===== config.mk =====
export PLATFORM = sky130hd
export DESIGN_NAME = mem_bus_arbiter
export DESIGN_NICKNAME = d
export VERILOG_FILES = /design/src/rtl/mem_bus_arbiter_pkg.sv /design/src/rtl/mem_bus_arbiter.sv
export SDC_FILE = /design/constraint.sdc
export NUM_CORES = 1
export LEC_CHECK = 0
export CAP_MARGIN = 20
export CORE_UTILIZATION = 30
export DETAILED_ROUTE_END_ITERATION = 6
export PLACE_DENSITY = 0.68
export RECOVER_POWER = 25
export SLEW_MARGIN = 40
export SYNTH_ARGS = -nofsm -noshare
export SYNTH_HDL_FRONTEND = slang
export SYNTH_SLANG_ARGS = --single-unit
export TNS_END_PERCENT = 1

===== constraint.sdc =====
create_clock -name clk -period 4.2 [get_ports clk]
set_clock_uncertainty 0.2 [all_clocks]
set_input_delay 1.26 -clock clk [delete_from_list [all_inputs] [get_ports clk]]
set_output_delay 1.26 -clock clk [all_outputs]
set_load 0.02 [all_outputs]

===== src/rtl/mem_bus_arbiter_pkg.sv =====
// Shared definitions for the IF/MEM memory bus arbiter: FSM encoding,
// stall-vector bit positions and common constants.
package mem_bus_arbiter_pkg;

  typedef enum logic [2:0] {
    ST_IDLE     = 3'd0,
    ST_IF_BUS   = 3'd1,
    ST_MEM_BUS  = 3'd2,
    ST_IF_DONE  = 3'd3,
    ST_MEM_DONE = 3'd4
  } arb_state_e;

  localparam logic        Stop      = 1'b1;
  localparam logic        NoStop    = 1'b0;
  localparam logic [31:0] ZeroWord  = 32'h0000_0000;
  localparam logic [3:0]  SEL_WORD  = 4'hF;

  localparam int STALL_IF  = 1;
  localparam int STALL_MEM = 4;

  function automatic logic is_bus_state(input arb_state_e s);
    return (s == ST_IF_BUS) || (s == ST_MEM_BUS);
  endfunction

endpackage


===== src/rtl/mem_bus_arbiter.sv =====
// Single-port Wishbone-style bus arbiter between instruction fetch and the MEM stage.
// Optional ack timeout with bus_err_o pulse is enabled by defining ARB_TIMEOUT_EN.
module mem_bus_arbiter
  import mem_bus_arbiter_pkg::*;
#(
  parameter int TIMEOUT_CYCLES = 255
) (
  input  logic        clk,
  input  logic        rst,
  input  logic [5:0]  stall_i,
  input  logic        flush_i,
  input  logic        if_req_i,
  input  logic [31:0] if_addr_i,
  output logic [31:0] if_rdata_o,
  output logic        if_ack_o,
  input  logic        mem_req_i,
  input  logic        mem_we_i,
  input  logic [3:0]  mem_sel_i,
  input  logic [31:0] mem_addr_i,
  input  logic [31:0] mem_wdata_i,
  output logic [31:0] mem_rdata_o,
  output logic        mem_ack_o,
  output logic        stallreq_if_o,
  output logic        stallreq_mem_o,
  output logic        bus_cyc_o,
  output logic        bus_stb_o,
  output logic        bus_we_o,
  output logic [3:0]  bus_sel_o,
  output logic [31:0] bus_addr_o,
  output logic [31:0] bus_wdata_o,
  input  logic [31:0] bus_rdata_i,
  input  logic        bus_ack_i
`ifdef ARB_TIMEOUT_EN
  ,
  output logic        bus_err_o
`endif
);

  if (TIMEOUT_CYCLES < 1) begin : g_bad_timeout
    $error("TIMEOUT_CYCLES must be at least 1");
  end

  arb_state_e  state_reg, state_next;

  logic [31:0] addr_reg;
  logic [31:0] wdata_reg;
  logic [3:0]  sel_reg;
  logic        we_reg;
  logic [31:0] if_rdata_reg;
  logic [31:0] mem_rdata_reg;
  logic        if_discard_reg;

  logic        start_mem;
  logic        start_if;
  logic        timeout_hit;
  logic        bus_done;
  logic        discard_now;
  logic        if_capture;
  logic        mem_capture;
  logic [31:0] cap_data;

  // Only the IF/ID and MEM/WB hold bits matter here.
  logic unused_stall_bits;
  assign unused_stall_bits = ^{stall_i[5], stall_i[3:2], stall_i[0]};

  // MEM wins over IF in IDLE; a flushed fetch is never started.
  assign start_mem   = (state_reg == ST_IDLE) && mem_req_i;
  assign start_if    = (state_reg == ST_IDLE) && !mem_req_i && if_req_i && !flush_i;
  assign bus_done    = bus_ack_i || timeout_hit;
  assign discard_now = if_discard_reg || flush_i;
  assign cap_data    = bus_ack_i ? bus_rdata_i : ZeroWord;
  assign if_capture  = (state_reg == ST_IF_BUS) && bus_done;
  // Stores leave the load-data register alone unless the cycle timed out.
  assign mem_capture = (state_reg == ST_MEM_BUS) && (bus_ack_i ? !we_reg : timeout_hit);

`ifdef ARB_TIMEOUT_EN
  localparam int CNT_W = $clog2(TIMEOUT_CYCLES + 1);

  logic [CNT_W-1:0] to_cnt_reg;
  logic [CNT_W:0]   to_cnt_inc;
  logic             err_reg;

  assign to_cnt_inc  = {1'b0, to_cnt_reg} + (CNT_W+1)'(1);
  assign timeout_hit = is_bus_state(state_reg) && !bus_ack_i &&
                       (to_cnt_inc == (CNT_W+1)'(TIMEOUT_CYCLES));

  // Counter sits at zero outside the bus states, so it is clear on every BUS entry.
  always_ff @(posedge clk or negedge rst) begin
    if (!rst) begin
      to_cnt_reg <= '0;
      err_reg    <= 1'b0;
    end else begin
      err_reg <= timeout_hit;
      if (!is_bus_state(state_reg)) begin
        to_cnt_reg <= '0;
      end else if (!bus_ack_i) begin
        to_cnt_reg <= to_cnt_inc[CNT_W-1:0];
      end
    end
  end

  assign bus_err_o = err_reg;
`else
  assign timeout_hit = 1'b0;
`endif

  always_ff @(posedge clk or negedge rst) begin
    if (!rst) begin
      state_reg <= ST_IDLE;
    end else begin
      state_reg <= state_next;
    end
  end

  always_comb begin
    state_next = state_reg;
    case (state_reg)
      ST_IDLE: begin
        if (start_mem) begin
          state_next = ST_MEM_BUS;
        end else if (start_if) begin
          state_next = ST_IF_BUS;
        end
      end
      ST_IF_BUS: begin
        if (bus_done) begin
          state_next = discard_now ? ST_IDLE : ST_IF_DONE;
        end
      end
      ST_MEM_BUS: begin
        if (bus_done) begin
          state_next = ST_MEM_DONE;
        end
      end
      ST_IF_DONE: begin
        if ((stall_i[STALL_IF] == NoStop) || flush_i) begin
          state_next = ST_IDLE;
        end
      end
      ST_MEM_DONE: begin
        if (stall_i[STALL_MEM] != Stop) begin
          state_next = ST_IDLE;
        end
      end
      default: state_next = ST_IDLE;
    endcase
  end

  always_comb begin
    bus_cyc_o   = 1'b0;
    bus_stb_o   = 1'b0;
    bus_we_o    = 1'b0;
    bus_sel_o   = 4'h0;
    bus_addr_o  = ZeroWord;
    bus_wdata_o = ZeroWord;
    if (is_bus_state(state_reg)) begin
      bus_cyc_o   = 1'b1;
      bus_stb_o   = 1'b1;
      bus_we_o    = we_reg;
      bus_sel_o   = sel_reg;
      bus_addr_o  = addr_reg;
      bus_wdata_o = wdata_reg;
    end
    if_ack_o  = (state_reg == ST_IF_DONE);
    mem_ack_o = (state_reg == ST_MEM_DONE);
    // Gated by rst so the requests also drop while reset is held.
    stallreq_mem_o = rst && mem_req_i && (state_reg != ST_MEM_DONE);
    stallreq_if_o  = rst && if_req_i && (state_reg != ST_IF_DONE) && !flush_i;
  end

  always_ff @(posedge clk or negedge rst) begin
    if (!rst) begin
      addr_reg       <= ZeroWord;
      wdata_reg      <= ZeroWord;
      sel_reg        <= 4'h0;
      we_reg         <= 1'b0;
      if_rdata_reg   <= ZeroWord;
      mem_rdata_reg  <= ZeroWord;
      if_discard_reg <= 1'b0;
    end else begin
      if (start_mem) begin
        addr_reg  <= mem_addr_i;
        wdata_reg <= mem_wdata_i;
        sel_reg   <= mem_sel_i;
        we_reg    <= mem_we_i;
      end else if (start_if) begin
        addr_reg  <= if_addr_i;
        wdata_reg <= ZeroWord;
        sel_reg   <= SEL_WORD;
        we_reg    <= 1'b0;
      end
      if (if_capture) begin
        if_rdata_reg <= cap_data;
      end
      if (mem_capture) begin
        mem_rdata_reg <= cap_data;
      end
      if (state_next == ST_IDLE) begin
        if_discard_reg <= 1'b0;
      end else if ((state_reg == ST_IF_BUS) && flush_i) begin
        if_discard_reg <= 1'b1;
      end
    end
  end

  assign if_rdata_o  = if_rdata_reg;
  assign mem_rdata_o = mem_rdata_reg;

endmodule


-- Yosys cells after proc, flatten, opt, wreduce, memory -nomap -nowiden
Index checks and enable logic that the tools add are counted.
- bits in registers: 137
- latch bits: 0
- RAM bits: 0
- bits in read-only memories: 0
- input bits: 145
- output and inout port bits: 139
- logic and storage cells: 62
- memories kept: 0
- add/sub/neg operators: 0
- multipliers: 0
- div/mod/pow operators: 0
- $lt $le $gt $ge: 0
- equal/unequal tests: 6
- shift operators: 0
- muxes and demuxes: 25
- bitwise logic cells: 1
- reductions and logical operators: 22
- operators by type and width (operator ; number):
    $mux W32 ; 7
    $mux W3 ; 6
    $pmux W3 S5 ; 1
    $logic_and A1 B1 Y1 ; 12
    $mux W4 ; 3
    $mux W1 ; 7
    $eq A3 B2 Y1 const B ; 2
    $logic_not A3 Y1 ; 2
    $reduce_bool A2 Y1 ; 2
    $eq A3 B1 Y1 const B ; 1
    $eq A3 B3 Y1 const B ; 1
    $logic_not A1 Y1 ; 3
    $logic_or A1 B1 Y1 ; 3
    $ne A3 B2 Y1 const B ; 1
    $ne A3 B3 Y1 const B ; 1
    $mux W2 ; 1
    $not A1 Y1 ; 1

-- Depth between registers and ports, before layout
Gate-level depths: netlist of run 1.
- depth after elaboration: 9
- mapped depth: 8
- gate-level depth less buffers: 4

-- Least setup slack after synthesis of run 1
No wires, ideal clock.
- kind: input port to output port
- from: input if_req_i
- to: output stallreq_if_o
- arrival time: 1.785 ns
- data required time: 2.740 ns
- path slack: 0.955 ns
- cell stages on the path: 3
- path buffers: 0
- path through: nor2b_1 nand2_1 nor2_1
- word-level cells in the longest chain between the ends: 3
- ends and longest elaborated chain (element ; line ; source):
    start, declared ; mem_bus_arbiter.sv:12 ; input logic if_req_i,
    $logic_and A1 B1 Y1 (3 in a row) ; mem_bus_arbiter.sv:168 ; stallreq_if_o = rst && if_req_i && (state_reg != ST_IF_DONE) && !flush_i;
    end, declared ; mem_bus_arbiter.sv:23 ; output logic stallreq_if_o,
No other way between the ends.

-- Worst setup path after layout of run 1
- from: register state_reg[0]
- to: output bus_addr_o[31]
- word-level cells in the longest chain between the ends: 3
- elaborated cells between the ends (all ways): 4
- classes of those cells: eq/ne (2); mux (1); reduce/logical (1)
- ends and longest elaborated chain (element ; line ; source):
    start, declared ; mem_bus_arbiter.sv:43 ; arb_state_e state_reg, state_next;
    start signal, assigned ; mem_bus_arbiter.sv:111 ; state_reg <= state_next;
    $eq A3 B1 Y1 / $eq A3 B2 Y1 (equally long branches) ; mem_bus_arbiter_pkg.sv:22 ; return (s == ST_IF_BUS) || (s == ST_MEM_BUS);
    $logic_or A1 B1 Y1 * ; mem_bus_arbiter_pkg.sv:22 ;
    $mux W32 * ; mem_bus_arbiter.sv:156 ; if (is_bus_state(state_reg)) begin
    end, declared ; mem_bus_arbiter.sv:29 ; output logic [31:0] bus_addr_o,
Every way passes the cells marked *; elsewhere a longest branch is shown, timed or not.

==> results of run 1 <==
power by group through the flow:
stage	registers (mW)	clock network [mW]	logic (mW)
after detailed placement	2.31	0	3.89
after CTS	2.31	1.44	3.90
final	2.30	1.40	3.85
after global placement	2.29	0	3.81
after floorplan	2.62	0	1.76
after global routing	2.39	1.51	4.09
cells in the mapped netlist:
cell type and number:
clkbuf_2 1, a32oi_1 1, and2_1 71, clkbuf_1 13, mux2_1 1, o21ai_1 1, nor3_2 1, o22a_1 4
nor2b_1 2, a221o_1 1, dfrtp_1 137, o21ai_0 34, a21oi_1 1, nor3b_2 1, mux2_2 63, nor2b_2 1
buf_4 4, nor2_1 6, o31a_1 1, and2_4 1, nand3b_1 1, and3_1 1, a21o_1 2, buf_6 2
buf_2 14, nor3b_1 1, nand2_1 38, mux2i_1 32, a22o_1 33, xnor2_1 1
worst paths after layout:
kind | startpoint | to | slack (ns) | depth (start not counted)
worst max-delay path | state_reg[0] | bus_addr_o[31] | 0.22 | 5
worst min-delay path | sel_reg[0] | sel_reg[0] | 0.28 | 1
worst max register to register | state_reg[2] | addr_reg[3] | 2.02 | 4
worst min register to register | sel_reg[0] | sel_reg[0] | 0.28 | 1
max in group asynchronous | rst | wdata_reg[30] | 0.90 | 3
min in group asynchronous | rst | mem_rdata_o[4] | 1.17 | 2
timing repair:
action	4_1_cts	5_1_grt
hold buffers	0	0
gates resized for setup	0	1
setup endpoints to repair	0	1
hold endpoints to repair	0	0
cell families (layout without fill, tap and decap cells):
family	after synthesis	in the layout	share of synthesized area (%)
DFF	137	137	58.3
and+or+nand+nor	124	124	11.6
muxes	96	96	17.7
AOI/OAI and AO/OA	78	78	9.29
buffers and inverters	34	321	3.00
xor gates and xnor gates	1	1	0.149
other	0	1	0
metal layers:
metal | vias up | routed length [um] | global-route usage [%]
li1 | 2188 | - | -
met1 | 2305 | 7030 | 20.3
met2 | 177 | 8290 | 28.5
met3 | 31 | 919 | 3.90
met4 | 0 | 551 | 8.49
met5 | - | 0 | 0
area by class of cell:
class,instances,area (sq um)
Clock buffer,21,460
Timing Repair Buffer,290,2890
Fill cell,1678,9460
Sequential cell,137,3430
Antenna cell,1,2.50
Multi-Input combinational cell,299,2290
Clock inverter,10,96.3
Tap cell,260,325
==> results_dict.tcl, run 1 <==
set metrics [dict create \
    status "complete, but fails checks" \
    failed_checks "max-capacitance violations, max-slew violations" \
    final_util_pct 50.1 \
    syn-cell-area_sq_um 5880 \
    root_buffer "clkbuf_16" \
    num_rows 50 \
    period_share_pct 94.7 \
    whs_ns 0.280 \
    post_drt_wl_per_cell_um 16.5 \
    startpoint_type "flip-flop" \
    pwr-share-seq_pct 30.5 \
    synth_warnings 0 \
    rsz0062_at_grt "no" \
    ir_drop_mv 0.360 \
    critical_path_required_ns 2.74 \
    clk_pin_slew_ns 0.06 \
    maxCapViolCount 1 \
    drive_gt1_share_pct 14.4 \
    switching_power_mw 2.79 \
    post_cts_buffers 0 \
    hp-class "reg -> reg" \
    first_global_vias 4871 \
    path_buf_inv 2 \
    antenna_found_initial 0 \
    grt_max_degree 76 \
    power.share.clock_pct 18.5 \
    setup_slack_ns 0.223 \
    cts_tree "built" \
    power_switching_share_pct 37.0 \
    fin_cells 1018 \
    synthCells 470 \
    port_buffers 279 \
    crit_chain "xnor2_1 > nor2_4 > buf_12 > and2_1 > clkdlybuf4s50_1" \
    finalSetupViolations 0 \
    yosysSeqAreaShare_pct 58.3 \
    area_delta_synth_final_pct 61.4 \
    overflow 0 \
    grt_pass1_wl_um 26100 \
    drt-initial-drc-count 121 \
    syn_area_per_cell_sq_um 12.5 \
    cts.sinks 137 \
    synth.distinct_cells 30 \
    arrival_ns 2.52 \
    p_comb_share_pct 51.0 \
    num_vias 4701 \
    final_common_cell "clkdlybuf4s50_1" \
    cts_max_level 4 \
    synth.net_count 615 \
    dp_hpwl_um 12100 \
    critPathMaxFanout 40 \
    layout_common_cells "clkdlybuf4s50_1, dfrtp_1, and2_1" \
    place_area_sq_um 8950 \
    numCtsBuffers 17 \
    fin_nets 890 \
    max_clock_freq_mhz 251 \
    viasPerCell 4.62 \
    drv_slew 40 \
    crit_type "reg -> out" \
    p_int_mw 4.76 \
    antenna_left 0 \
    grtUsageTotal_pct 16.9 \
    cts_buffer_depth 2 \
    gp_congestion 0.779 \
    hold_viol_final 0 \
    period_needed_ns 3.98 \
    die_area_sq_um 20200 \
    yosysTopAreaCell "dfrtp_1" \
    end_kind "output port" \
    synth-seq-cells 137 \
    leakage_nw 4.12 \
    die_x_um 142 \
    p_total_mw 7.55 \
    synth_area_leaders "dfrtp_1, mux2_2, and2_1" \
    dpl_worst_slack_ns 0.0106 \
    p_per_area_nw_per_um2 795 \
    finalWirelength_um 16800 \
    synth_top_area_share_pct 58.3 \
    design.core.area_sq_um 19000 \
    fin_area_sq_um 9500 \
    setup_tns_ns 0 \
    die_h_um 142 \
    critPathTopFamily "buffers and inverters" \
    worst_pin_slew_ns 2.16 \
    crit_slowest_cell "clkdlybuf4s50_1" \
    dr.pass1.iters 4 \
    drc_errors 0 \
    dpl.cell_count 986 \
    start_util_pct 31.0 \
    cpPeakStageDelay_ns 0.63 \
    clk_latency_ns 0.40 \
    top_level_ports 284 \
    relSlewSlack_pct -44.3 \
]
Power figures use the tool's default switching activity.
==> inputs of run 2 (changes only) <==
SKIP_LAST_GASP = 1   (was default)
==> results of run 2 <==
The final DEF is identical to that of run 1; final timing and power are the same.
==> inputs of run 3 (changes only) <==
SETUP_SLACK_MARGIN = 0.05   (was default)
==> run 3 against run 2 <==
Against the previous run:
- the run still ends with max-capacitance violations, max-slew violations left
- utilization about the same
- global-route usage stayed put
- register-to-register slack hardly changed
- final cell count unchanged
- clock power is essentially flat
- cell area about the same
- largest power group unchanged
- highest routed layer unchanged
==> results_dict.tcl, run 3 (synthesis gave the netlist of run 1 again) <==
set metrics [dict create \
    p_total_mw 7.55 \
    hp-class "reg -> reg" \
    arrival_ns 2.52 \
    dp_hpwl_um 12100 \
    maxCapViolCount 1 \
    grtUsageTotal_pct 16.9 \
    final_util_pct 50.1 \
    cts-resized-gates 1 \
    area_delta_synth_final_pct 61.3 \
    status "complete, but fails checks" \
    die_h_um 142 \
    final_common_cell "clkdlybuf4s50_1" \
    setup_tns_ns 0 \
    hold_viol_final 0 \
    drive_gt1_share_pct 14.4 \
    failed_checks "max-capacitance violations, max-slew violations" \
    clk_latency_ns 0.40 \
    top_level_ports 284 \
    dr.pass1.iters 4 \
    cts_buffer_depth 2 \
    die_area_sq_um 20200 \
    layout_common_cells "clkdlybuf4s50_1, dfrtp_1, and2_1" \
    ir_drop_mv 0.360 \
    max_clock_freq_mhz 251 \
    die_x_um 142 \
    root_buffer "clkbuf_16" \
    critical_path_required_ns 2.74 \
    relSlewSlack_pct -44.3 \
    start_util_pct 31.0 \
    period_share_pct 94.7 \
    startpoint_type "flip-flop" \
    post_cts_buffers 0 \
    antenna_found_initial 0 \
    cts_max_level 4 \
    critPathMaxFanout 40 \
    end_kind "output port" \
    finalSetupViolations 0 \
    clk_pin_slew_ns 0.06 \
    drt-initial-drc-count 121 \
    p_per_area_nw_per_um2 795 \
    antenna_left 0 \
    fin_nets 890 \
    gp_congestion 0.779 \
    grt_pass1_wl_um 26100 \
    cts_tree "built" \
    post_drt_wl_per_cell_um 16.5 \
    overflow 0 \
    design.core.area_sq_um 19000 \
    num_rows 50 \
    cts.sinks 137 \
    holdBufCountCts 0 \
    finalWirelength_um 16800 \
    first_global_vias 4871 \
    viasPerCell 4.62 \
    drc_errors 0 \
    rsz0062_at_grt "no" \
    worst_pin_slew_ns 2.16 \
    crit_type "reg -> out" \
    leakage_nw 4.11 \
    grt_max_degree 76 \
    num_vias 4701 \
    period_needed_ns 3.98 \
    numCtsBuffers 17 \
    port_buffers 279 \
    drv_slew 40 \
]
[run 3: cell count changes in the layout (fill, tap and decap cells not counted), sizes merged]
cell          before  now
dlygate4sd2        0    1
dlymetal6s2s       1    0
[run 3: report_power, final]
group	switching (mW)	internal, mW	total [mW]	leakage, nW
combinational	1.90	1.95	3.85	2.17
sequential	0.343	1.96	2.30	1.68
clock	0.556	0.843	1.40	0.262
[run 3: routing by layer]
metal | GRT usage, % | share of wire (%) | wire length [um]
met4 | 8.49 | 3.3 | 551
met3 | 3.90 | 5.5 | 918
met1 | 20.3 | 42 | 7030
met2 | 28.5 | 49 | 8290
met5 | 0 | 0 | 0
[run 3: final cells by class]
cell class / instances / area [sq um]
multi-input cells: 299 / 2290
clock buffers: 21 / 460
fillers: 1678 / 9460
well taps: 260 / 325
repair buffers: 290 / 2890
clock inverters: 10 / 96.3
flip-flops and latches: 137 / 3430
diodes: 1 / 2.50
[run 3: per-stage QoR]
step                      instances  instance area, sq um  setup slack, ns  hold slack, ns
after floorplan                 470                  5880            0.955           0.252
after global placement          986                  8950        -0.000114           0.266
after detailed placement        986                  8950           0.0106           0.271
after CTS                      1017                  9510            0.163           0.284
after global routing           1017                  9490           0.0896           0.310
final                          1018                  9490            0.223           0.280
[run 3: path summary, 6_finish.rpt]
kind	from	to	slack [ns]	cells after the start
min in group asynchronous	rst	mem_rdata_o[4]	1.17	2
worst max-delay path	state_reg[0]	bus_addr_o[31]	0.22	5
worst min register to register	sel_reg[0]	sel_reg[0]	0.28	1
max in group asynchronous	rst	wdata_reg[30]	0.90	3
worst max register to register	state_reg[2]	addr_reg[3]	2.02	4
worst min-delay path	sel_reg[0]	sel_reg[0]	0.28	1
[run 3: critical path, stage by stage, from the launching register on]
cell,delay [ns]
dfrtp_1,0.48
xnor2_1,0.20
nor2_4,0.39
buf_12,0.25
and2_1,0.16
clkdlybuf4s50_1,0.63
